===== config.mk =====
export PLATFORM = sky130hd
export DESIGN_NAME = text_buf_arbiter
export DESIGN_NICKNAME = d
export VERILOG_FILES = /design/src/rtl/text_buf_arbiter.sv
export SDC_FILE = /design/constraint.sdc
export NUM_CORES = 1
export LEC_CHECK = 0
export ABC_AREA = 1
export CORE_ASPECT_RATIO = 2
export CORE_MARGIN = 2
export CORE_UTILIZATION = 45
export DETAILED_ROUTE_END_ITERATION = 7
export PLACE_DENSITY = 0.84
export SLEW_MARGIN = 20
export SYNTH_ARGS = -nofsm -noshare
export SYNTH_HDL_FRONTEND = slang
export SYNTH_SLANG_ARGS = --single-unit

===== constraint.sdc =====
create_clock -name clk -period 2.4 [get_ports clk]
set_input_delay 0.48 -clock clk [delete_from_list [all_inputs] [get_ports clk]]
set_output_delay 0.48 -clock clk [all_outputs]
set_load 0.02 [all_outputs]

===== src/rtl/text_buf_arbiter.sv =====
// Arbitrates the text buffer's single memory port between the renderer (absolute priority)
// and two round-robin write requesters, with sticky starvation detection on the writers.
module text_buf_arbiter #(
    parameter int ADDR_W     = 12,
    parameter int DATA_W     = 7,
    parameter int STARVE_MAX = 1023
) (
    input  logic              clk,
    input  logic              reset,
    input  logic              rd_req,
    input  logic [ADDR_W-1:0] rd_addr,
    output logic [DATA_W-1:0] rd_data,
    output logic              rd_valid,
    input  logic              wr0_req,
    input  logic [ADDR_W-1:0] wr0_addr,
    input  logic [DATA_W-1:0] wr0_data,
    output logic              wr0_ack,
    input  logic              wr1_req,
    input  logic [ADDR_W-1:0] wr1_addr,
    input  logic [DATA_W-1:0] wr1_data,
    output logic              wr1_ack,
    output logic              mem_en,
    output logic              mem_we,
    output logic [ADDR_W-1:0] mem_addr,
    output logic [DATA_W-1:0] mem_wdata,
    input  logic [DATA_W-1:0] mem_rdata,
    output logic              err_starve
);

    localparam int CNT_W = ($clog2(STARVE_MAX + 1) < 1) ? 1 : $clog2(STARVE_MAX + 1);
    localparam logic [CNT_W-1:0] CNT_MAX = CNT_W'(STARVE_MAX);

    logic             wr0_elig, wr1_elig;
    logic             gnt_rd, gnt_wr0, gnt_wr1;
    logic             rr_favor_wr1;
    logic [CNT_W-1:0] wait0, wait1, wait0_nxt, wait1_nxt;

    // A requester still sees req high during its ack cycle; masking it prevents a double write.
    assign wr0_elig = wr0_req & ~wr0_ack;
    assign wr1_elig = wr1_req & ~wr1_ack;

    always_comb begin
        gnt_rd  = rd_req;
        gnt_wr0 = 1'b0;
        gnt_wr1 = 1'b0;
        if (!rd_req) begin
            if (wr0_elig && wr1_elig) begin
                gnt_wr0 = ~rr_favor_wr1;
                gnt_wr1 = rr_favor_wr1;
            end else begin
                gnt_wr0 = wr0_elig;
                gnt_wr1 = wr1_elig;
            end
        end
    end

    always_comb begin
        wait0_nxt = wait0;
        if (gnt_wr0 || !wr0_req)
            wait0_nxt = '0;
        else if (wr0_elig && wait0 != CNT_MAX)
            wait0_nxt = wait0 + CNT_W'(1);

        wait1_nxt = wait1;
        if (gnt_wr1 || !wr1_req)
            wait1_nxt = '0;
        else if (wr1_elig && wait1 != CNT_MAX)
            wait1_nxt = wait1 + CNT_W'(1);
    end

    always_ff @(posedge clk) begin
        if (reset) begin
            mem_en       <= 1'b0;
            mem_we       <= 1'b0;
            mem_addr     <= '0;
            mem_wdata    <= '0;
            rd_valid     <= 1'b0;
            wr0_ack      <= 1'b0;
            wr1_ack      <= 1'b0;
            rr_favor_wr1 <= 1'b0;
            wait0        <= '0;
            wait1        <= '0;
            err_starve   <= 1'b0;
        end else begin
            mem_en  <= gnt_rd | gnt_wr0 | gnt_wr1;
            mem_we  <= gnt_wr0 | gnt_wr1;
            wr0_ack <= gnt_wr0;
            wr1_ack <= gnt_wr1;
            if (gnt_rd) begin
                mem_addr <= rd_addr;
            end else if (gnt_wr0) begin
                mem_addr  <= wr0_addr;
                mem_wdata <= wr0_data;
            end else if (gnt_wr1) begin
                mem_addr  <= wr1_addr;
                mem_wdata <= wr1_data;
            end

            if (gnt_wr0)
                rr_favor_wr1 <= 1'b1;
            else if (gnt_wr1)
                rr_favor_wr1 <= 1'b0;

            // Memory returns data the cycle after a read access is presented.
            rd_valid <= mem_en & ~mem_we;

            wait0 <= wait0_nxt;
            wait1 <= wait1_nxt;
            if (wait0_nxt == CNT_MAX || wait1_nxt == CNT_MAX)
                err_starve <= 1'b1;
        end
    end

    assign rd_data = rd_valid ? mem_rdata : '0;

endmodule


* After elaboration in Yosys (flattened, before gate mapping)
Index checks and enable logic that the tools add are counted.
** Operators by class
- Equality and inequality tests :: 4
- Multiply operators :: 0
- Shift-type cells :: 0
- Divide/modulo/power cells :: 0
- Reduce and logical (&&, ||, !) cells :: 11
- Add/sub/neg operators :: 2
- Muxes and demuxes :: 16
- Bitwise gates (word level) :: 11
- $lt $le $gt $ge :: 0
** Operator list (number)
- $mux 10 :: 4
- $mux 12 :: 3
- $mux 7 :: 3
- $add 10x1->10 const B :: 2
- $eq 10x10->1 const B :: 2
- $ne 10x10->1 const B :: 2
- $mux 1 :: 6
- $not 1->1 :: 5
- $and 1x1->1 :: 3
- $logic_and 1x1->1 :: 3
- $logic_or 1x1->1 :: 3
- $or 1x1->1 :: 3
- $reduce_bool 3->1 :: 1
- $logic_not 1->1 :: 2
- $reduce_and 2->1 :: 1
- $reduce_bool 2->1 :: 1
** Storage, ports and cells
- Bits in read-only memories :: 0
- Input bits :: 62
- Word-level logic and storage cells :: 55
- Bits in latches :: 0
- Bits in writable memories :: 0
- Output and inout port bits :: 32
- Memories :: 0
- Register bits after elaboration :: 46

* Longest topological paths before layout
Gate-level depths: netlist (run 1).
- Depth after elaboration :: 9
- Gate-level depth with buffers :: 14
- Gate-level depth less buffers :: 14

* Worst setup path after synthesis (run 1)
OpenSTA, ideal clock, no wires.
- Kind :: flip-flop to flip-flop
- From :: register wait0[0]
- To :: register err_starve
- Setup slack :: 0.743 ns
- Path buffers :: 0
- Data required time :: 2.272 ns
- Clock period less this slack :: 1.657 ns
- Stages on the path, launching flop included :: 13
- Setup time :: 0.128 ns
- Arrival :: 1.530 ns
- Path through :: dfxtp_1 > ha_1 > inv_1 > nor2_1 > nand3_4 > nand2_4 > inv_2 > o21ai_1 > nor2_1 > nand3_1 > nand2_1 > nor2_1 > nor2_1
** Between the ends
- Longest elaborated chain between the ends :: 6
- Elaborated cells between the ends (all ways) :: 7
- Classes of those cells :: add/sub (1); eq/ne (2); mux (2); reduce/logical (2)
** RTL lines
- start: declaration :: line 36 : logic [CNT_W-1:0] wait0, wait1, wait0_nxt, wait1_nxt;
- start signal: assignment :: line 107 : wait0 <= wait0_nxt;
- branches (longest 2 deep; another with $add 10x1->10)
- $mux 10 (*) :: line 61 : else if (wr0_elig && wait0 != CNT_MAX)
- $mux 10 (*) :: line 59 : if (gnt_wr0 || !wr0_req)
- $eq 10x10->1 (*) :: line 109 : if (wait0_nxt == CNT_MAX || wait1_nxt == CNT_MAX)
- $logic_or 1x1->1 (*) :: line 109
- end signal: assignment :: line 83 : err_starve <= 1'b0;
- end signal: assignment :: line 110 : err_starve <= 1'b1;
- end: declaration :: line 27 : output logic err_starve
Every way passes the cells marked *.
A chain may end at the register's enable or synchronous reset.

* Final worst setup path (run 1)
- From :: input mem_rdata[6]
- To :: output rd_data[6]
** Between the ends
- Longest elaborated chain between the ends :: 1
** RTL lines
- start: declaration :: line 26 : input logic [DATA_W-1:0] mem_rdata,
- $mux 7 :: line 114 : assign rd_data = rd_valid ? mem_rdata : '0;
- end: declaration :: line 12 : output logic [DATA_W-1:0] rd_data,
No other way between the ends.

==> results.rst, run 1 <==
.. list-table::
   :header-rows: 1

   * - Metric
     - Value
   * - Total cell area at the placement stage
     - 3590 µm²
   * - Inserted Diodes
     - 0
   * - Post-DP HPWL
     - 5100 µm
   * - Port Buf Inserts
     - 93
   * - Syn Inst Count
     - 380
   * - Max clock buf depth
     - 2
   * - Type of the tightest min-delay check
     - register to register
   * - TritonCTS clock tree
     - done
   * - Clock-pin slew on the worst setup and hold paths
     - 0.06 ns
   * - Via count of the first global-routing pass
     - 2770
   * - Number of antenna violations at the first check in global routing
     - 0
   * - Path depth of the worst reg2reg path
     - 13
   * - Worst setup EP type
     - primary output
   * - F_max
     - 0.457 GHz
   * - Seq/Total Area, Yosys
     - 0.357
   * - Hold Path Depth
     - 1
   * - Setup TNS
     - 0 ns
   * - DR DRC count
     - 0
   * - Final Critical Period
     - 2.19 ns
   * - Predominant post-synthesis flop cell
     - dfxtp_1
   * - Worst slew margin relative to its limit
     - 0.718
   * - Unique masters post-synth
     - 30
   * - #FFs+latches synth
     - 46
   * - Net count, final
     - 539
   * - First-pass GRT wire length
     - 11700 µm
   * - Die Width
     - 57.5 µm
   * - Switching part of the total power
     - 0.271
   * - Post-synthesis cell area
     - 2580 µm²
   * - Final cycle utilization of the critical path
     - 0.912
   * - Routed wire per std cell
     - 12.8 µm
   * - Count of boundary I/O pins
     - 94
   * - Worst setup timing slack at the placement stage
     - 0.0440 ns
   * - Final hold slack
     - 0.417 ns
   * - Synth top area cells
     - dfxtp_1 (36%), nand2_1 (12%), nor2_1 (8.1%)
   * - Filler cell count in the final layout
     - 475
   * - Final setup violation count
     - 0
   * - Hold Buf Count CTS
     - 0
   * - Buffer count from post-CTS setup fixing
     - 0
   * - Portion of total power attributed to the clock network
     - 0.350
   * - Routability congestion estimate from global placement
     - 0.900
   * - Share of total power in sequential cells
     - 0.432
   * - Class of the most critical setup path
     - primary input to primary output
   * - Post-route cell area
     - 3740 µm²
   * - Layout cells sized above 1
     - 0.0777
   * - CP Max Fanout
     - 1
   * - Result of the run
     - completed
   * - Portion of total power attributed to combinational logic
     - 0.218
   * - Most numerous cell types in the synthesized netlist
     - nand2_1 (83), nor2_1 (56), dfxtp_1 (46), inv_1 (45), nand3_1 (38)
   * - Ratio of total power to cell area
     - 516 nW/µm²
   * - Final max-slew violation count
     - 0
   * - Net switching power
     - 0.523 mW
   * - Clock insertion delay at the later pin of the skew report
     - 0.28 ns
   * - Die height
     - 111 µm
   * - Routed vias
     - 2874
   * - Crit path required time
     - 1.92 ns
   * - Mean instance size in the synthesized netlist
     - 6.79 µm²
   * - Design Power
     - 1.93 mW
   * - Design internal power
     - 1.41 mW
   * - Layout area overhead
     - 44.8%
   * - RSZ-0062 raised after global routing
     - no
   * - Async SR Flop Fraction
     - 0
   * - H-tree Lvls
     - 2
   * - Arrival time of the worst setup path
     - 1.71 ns
   * - GRT Residual Overflow
     - 0
   * - FP Rows
     - 39
   * - Post-synth EDFFs
     - 0
   * - VDD IR max
     - 0.000583 V
   * - Actual slew at the worst max-slew pin
     - 0.423 ns
   * - Avg Vias per Cell
     - 5.35
   * - Dominant cell by count in the synthesized netlist
     - nand2_1
   * - Clk Tree Root Cell
     - clkbuf_16
   * - Cell leakage power
     - 1.54 nW
   * - Die Area
     - 6390 µm²
   * - Core box area
     - 5610 µm²
   * - Final hold violations
     - 0
   * - Effective utilization at floorplan
     - 0.460
   * - Number of max-capacitance violations reported
     - 0
   * - Smallest setup slack after layout
     - 0.212 ns
   * - Yosys top cell by area
     - dfxtp_1
   * - Setup skew after layout
     - 0.00321 ns
   * - Fraction of post-synthesis cell area in the top cell type by area
     - 0.357
   * - Detailed-route wire length
     - 6850 µm
   * - Iteration-0 DRC count of the detailed router
     - 98
   * - TritonCTS Buffers
     - 5
   * - Iteration count of the initial detailed-routing pass
     - 4
   * - Resized Gates After CTS
     - 0
   * - CP startpoint kind
     - primary input
   * - Number of clock sinks
     - 46
   * - Global-route usage over all layers
     - 0.225
   * - Total number of yosys warnings
     - 0
   * - Syn nets
     - 444
   * - Largest net degree at the start of global routing
     - 26
   * - Number of nets with antenna violations after detailed routing
     - 0
sequential cells by signal (all words and copies together), names as in the netlist:
signal	cells
wr1_ack	1
mem_addr	12
wait0	10
rr_favor_wr1	1
wr0_ack	1
err_starve	1
wait1	10
mem_wdata	7
rd_valid	1
mem_we	1
mem_en	1
critical path, stage by stage:
cell and delay (ns):
clkdlybuf4s50_1 0.47, nand2_1 0.05, inv_1 0.08, clkdlybuf4s50_1 0.63
per-layer routing:
| metal | wire length [µm] | global-route usage | part of all wire |
|---|---|---|---|
| met1 | 2800 | 0.261 | 0.41 |
| met2 | 3440 | 0.390 | 0.50 |
| met3 | 475 | 0.0583 | 0.069 |
| met4 | 130 | 0.0698 | 0.019 |
| met5 | 0 | 0 | 0 |
area by class of cell:
class                   instances  area [µm²]  area share
flip-flops and latches         46         921       0.246
clock buffers                   6         129      0.0345
multi-input cells             270        1410       0.378
repair buffers                101         991       0.265
clock inverters                 2        13.8     0.00368
inverters                      51         191      0.0512
well taps                      61        76.3      0.0204
kinds of logic (layout without fill, tap and decap cells):
group	after synthesis	count (layout)	share of synthesized area
compound gates	41	41	0.113
fa+ha+maj	2	2	0.00970
simple gates	223	223	0.412
buf+inv	64	160	0.0951
xor+xnor	4	4	0.0136
flops	46	46	0.357
per-stage QoR:
| stage | cells | utilization |
|---|---|---|
| global placement | 529 | 0.640 |
| detailed placement | 529 | 0.640 |
| CTS | 537 | 0.666 |
| finish | 537 | 0.666 |
| floorplan | 380 | - |
| global route | 537 | 0.666 |
final timing paths:
| kind | start | to | slack [ns] |
|---|---|---|---|
| setup / recovery | mem_rdata[6] | rd_data[6] | 0.21 |
| hold / removal | mem_we | rd_valid | 0.42 |
| setup reg to reg | wait0[0] | err_starve | 0.48 |
| hold reg to reg | mem_we | rd_valid | 0.42 |
cells in the final DEF (no fill, tap or decap), types with 3 or more instances in the layout:
| cell | count |
|---|---|
| a21oi_1 | 6 |
| a221oi_1 | 7 |
| a41oi_1 | 12 |
| buf_4 | 8 |
| clkbuf_16 | 5 |
| clkdlybuf4s50_1 | 93 |
| dfxtp_1 | 46 |
| inv_1 | 45 |
| inv_2 | 6 |
| nand2_1 | 83 |
| nand2_4 | 3 |
| nand3_1 | 38 |
| nand3b_1 | 3 |
| nand4_1 | 20 |
| nor2_1 | 56 |
| nor3_1 | 7 |
| o21ai_0 | 13 |
| xor2_1 | 3 |
power groups by stage:
stage | clock network (mW) | registers [mW] | logic [mW]
floorplan | 0 | 0.884 | 0.164
global placement | 0 | 0.850 | 0.415
detailed placement | 0 | 0.849 | 0.420
CTS | 0.678 | 0.833 | 0.423
global route | 0.709 | 0.839 | 0.456
finish | 0.675 | 0.834 | 0.419
Note: power is estimated with default switching activity, not from simulation.
==> inputs of run 2 (changes only) <==
- PLACE_DENSITY: 0.84 -> 0.8
==> run 2 against run 1 <==
Against the previous run: wire length fell by 0.64%; critical path depth unchanged; combinational power up 1%; core utilization grew 0.42 points; die area unchanged; fmax grew 3.2%; clock skew increased by 0.0014 ns; worst setup slack better by 0.068 ns; global-route usage decreased by 0.55 points; non-clock buffer count up 2; final cell count grew 0.37%; power grew 1.1%; critical path type unchanged; highest routed layer unchanged.
==> results.rst, run 2 (same netlist as run 1, synthesis figures left out) <==
.. list-table::
   :header-rows: 1

   * - Metric
     - Value
   * - Result of the run
     - completed
   * - H-tree Lvls
     - 2
   * - Iteration count of the initial detailed-routing pass
     - 4
   * - Post-DP HPWL
     - 5210 µm
   * - Number of clock sinks
     - 46
   * - Routed wire per std cell
     - 12.6 µm
   * - Inserted Diodes
     - 0
   * - Slowest stage cell, crit path
     - clkdlybuf4s50_1
   * - Total cell area at the placement stage
     - 3610 µm²
   * - CP Max Fanout
     - 1
   * - FP Rows
     - 39
   * - TritonCTS Buffers
     - 5
   * - Resized Gates After CTS
     - 0
   * - Net count, final
     - 541
   * - Register with the most flip-flops
     - mem_addr
   * - Largest net degree at the start of global routing
     - 26
   * - Max clock buf depth
     - 2
   * - Number of nets with antenna violations after detailed routing
     - 0
   * - Routability congestion estimate from global placement
     - 0.898
   * - Final core utilization
     - 0.670
   * - Arrival time of the worst setup path
     - 1.64 ns
   * - Effective utilization at floorplan
     - 0.460
   * - Buffer count from post-CTS setup fixing
     - 0
   * - Die Area
     - 6390 µm²
   * - Clock insertion delay at the later pin of the skew report
     - 0.28 ns
   * - Final max-slew violation count
     - 0
   * - Routed vias
     - 2845
   * - Final hold violations
     - 0
   * - CP startpoint kind
     - primary input
   * - CP max stage delay
     - 0.60 ns
   * - RSZ-0062 raised after global routing
     - no
   * - Post-route cell area
     - 3760 µm²
   * - Detailed-route wire length
     - 6800 µm
   * - Clock-pin slew on the worst setup and hold paths
     - 0.06 ns
   * - Number of max-capacitance violations reported
     - 0
   * - Die Width
     - 57.5 µm
   * - Via count of the first global-routing pass
     - 2719
   * - Iteration-0 DRC count of the detailed router
     - 102
   * - Avg Vias per Cell
     - 5.28
   * - Final setup violation count
     - 0
   * - Cell leakage power
     - 1.55 nW
   * - Worst slew margin relative to its limit
     - 0.717
   * - First-pass GRT wire length
     - 11600 µm
   * - TritonCTS clock tree
     - done
   * - Final Critical Period
     - 2.12 ns
   * - Chain of cells forming the critical path
     - clkdlybuf4s50_1 -> nand2_1 -> inv_1 -> clkdlybuf4s50_1
   * - Count of boundary I/O pins
     - 94
   * - GRT Residual Overflow
     - 0
   * - Critical path's most frequent cell
     - clkdlybuf4s50_1
   * - Class of the most critical setup path
     - primary input to primary output
   * - Layout cells sized above 1
     - 0.0837
   * - Port Buf Inserts
     - 93
   * - F_max
     - 0.472 GHz
   * - Type of the tightest min-delay check
     - register to register
   * - Setup skew after layout
     - 0.00464 ns
   * - Layout area overhead
     - 45.7%
   * - Max reg flops
     - 12
   * - VDD IR max
     - 0.000515 V
   * - Final cycle utilization of the critical path
     - 0.883
   * - Die height
     - 111 µm
   * - DR DRC count
     - 0
   * - Leading cell types in the layout, fill and taps excluded
     - clkdlybuf4s50_1 (93), nand2_1 (83), nor2_1 (56)
   * - Commonest non-fill, non-tap cell in the layout
     - clkdlybuf4s50_1
   * - Actual slew at the worst max-slew pin
     - 0.424 ns
   * - Core box area
     - 5610 µm²
   * - Setup TNS
     - 0 ns
   * - Registers with the most flip-flops
     - mem_addr x12, wait0 x10, wait1 x10
   * - Global-route usage over all layers
     - 0.219
   * - Hold Buf Count CTS
     - 0
   * - Crit path required time
     - 1.92 ns
   * - Ratio of total power to cell area
     - 519 nW/µm²
   * - Number of antenna violations at the first check in global routing
     - 0
   * - Clk Tree Root Cell
     - clkbuf_16
   * - Worst setup EP type
     - primary output
==> run 2: power by group <==
| part | total, mW | internal [mW] | switching [mW] |
|---|---|---|---|
| logic | 0.424 | 0.218 | 0.206 |
| registers | 0.833 | 0.804 | 0.0289 |
| clock network | 0.693 | 0.412 | 0.281 |
| total | 1.95 | 1.43 | 0.516 |
==> run 2: stage by stage <==
step | setup WS (ns) | cells | hold slack (ns) | power, mW
after global routing | 0.137 | 539 | 0.464 | 2.04
after global placement | 0.101 | 531 | 0.422 | 1.27
after CTS | 0.276 | 539 | 0.438 | 1.97
after floorplan | 0.743 | 380 | 0.454 | 1.05
after detailed placement | 0.0331 | 531 | 0.427 | 1.27
final | 0.280 | 539 | 0.428 | 1.95
==> run 2: routing by layer <==
| layer | vias up | part of all wire | global-route usage |
|---|---|---|---|
| met5 | - | 0 | 0 |
| met4 | 0 | 0.0065 | 0.0574 |
| met3 | 4 | 0.061 | 0.0548 |
| met2 | 86 | 0.51 | 0.380 |
| met1 | 1299 | 0.42 | 0.261 |
| li1 | 1456 | - | - |
==> run 2: path summary, 6_finish.rpt <==
check          startpoint          to  slack (ns)  cells past startpoint
min reg2reg        mem_we    rd_valid        0.43                      1
max reg2reg      wait0[0]  err_starve        0.44                     13
min                mem_we    rd_valid        0.43                      1
max          mem_rdata[5]  rd_data[5]        0.28                      4
==> run 2: cell type report <==
cell class                 count  area [µm²]
clock buffer                   6         139
clock inverter                 2        12.5
fill                         519        1850
inverter                      51         191
multi-input combinational    270        1410
sequential                    46         921
tap                           61        76.3
timing repair buffer         103        1010
==> run 2: critical path, delay by kind of cell <==
kind                   cells  cell delay, ns
buffers and inverters      3            1.11
AND/OR/NAND/NOR            1            0.05
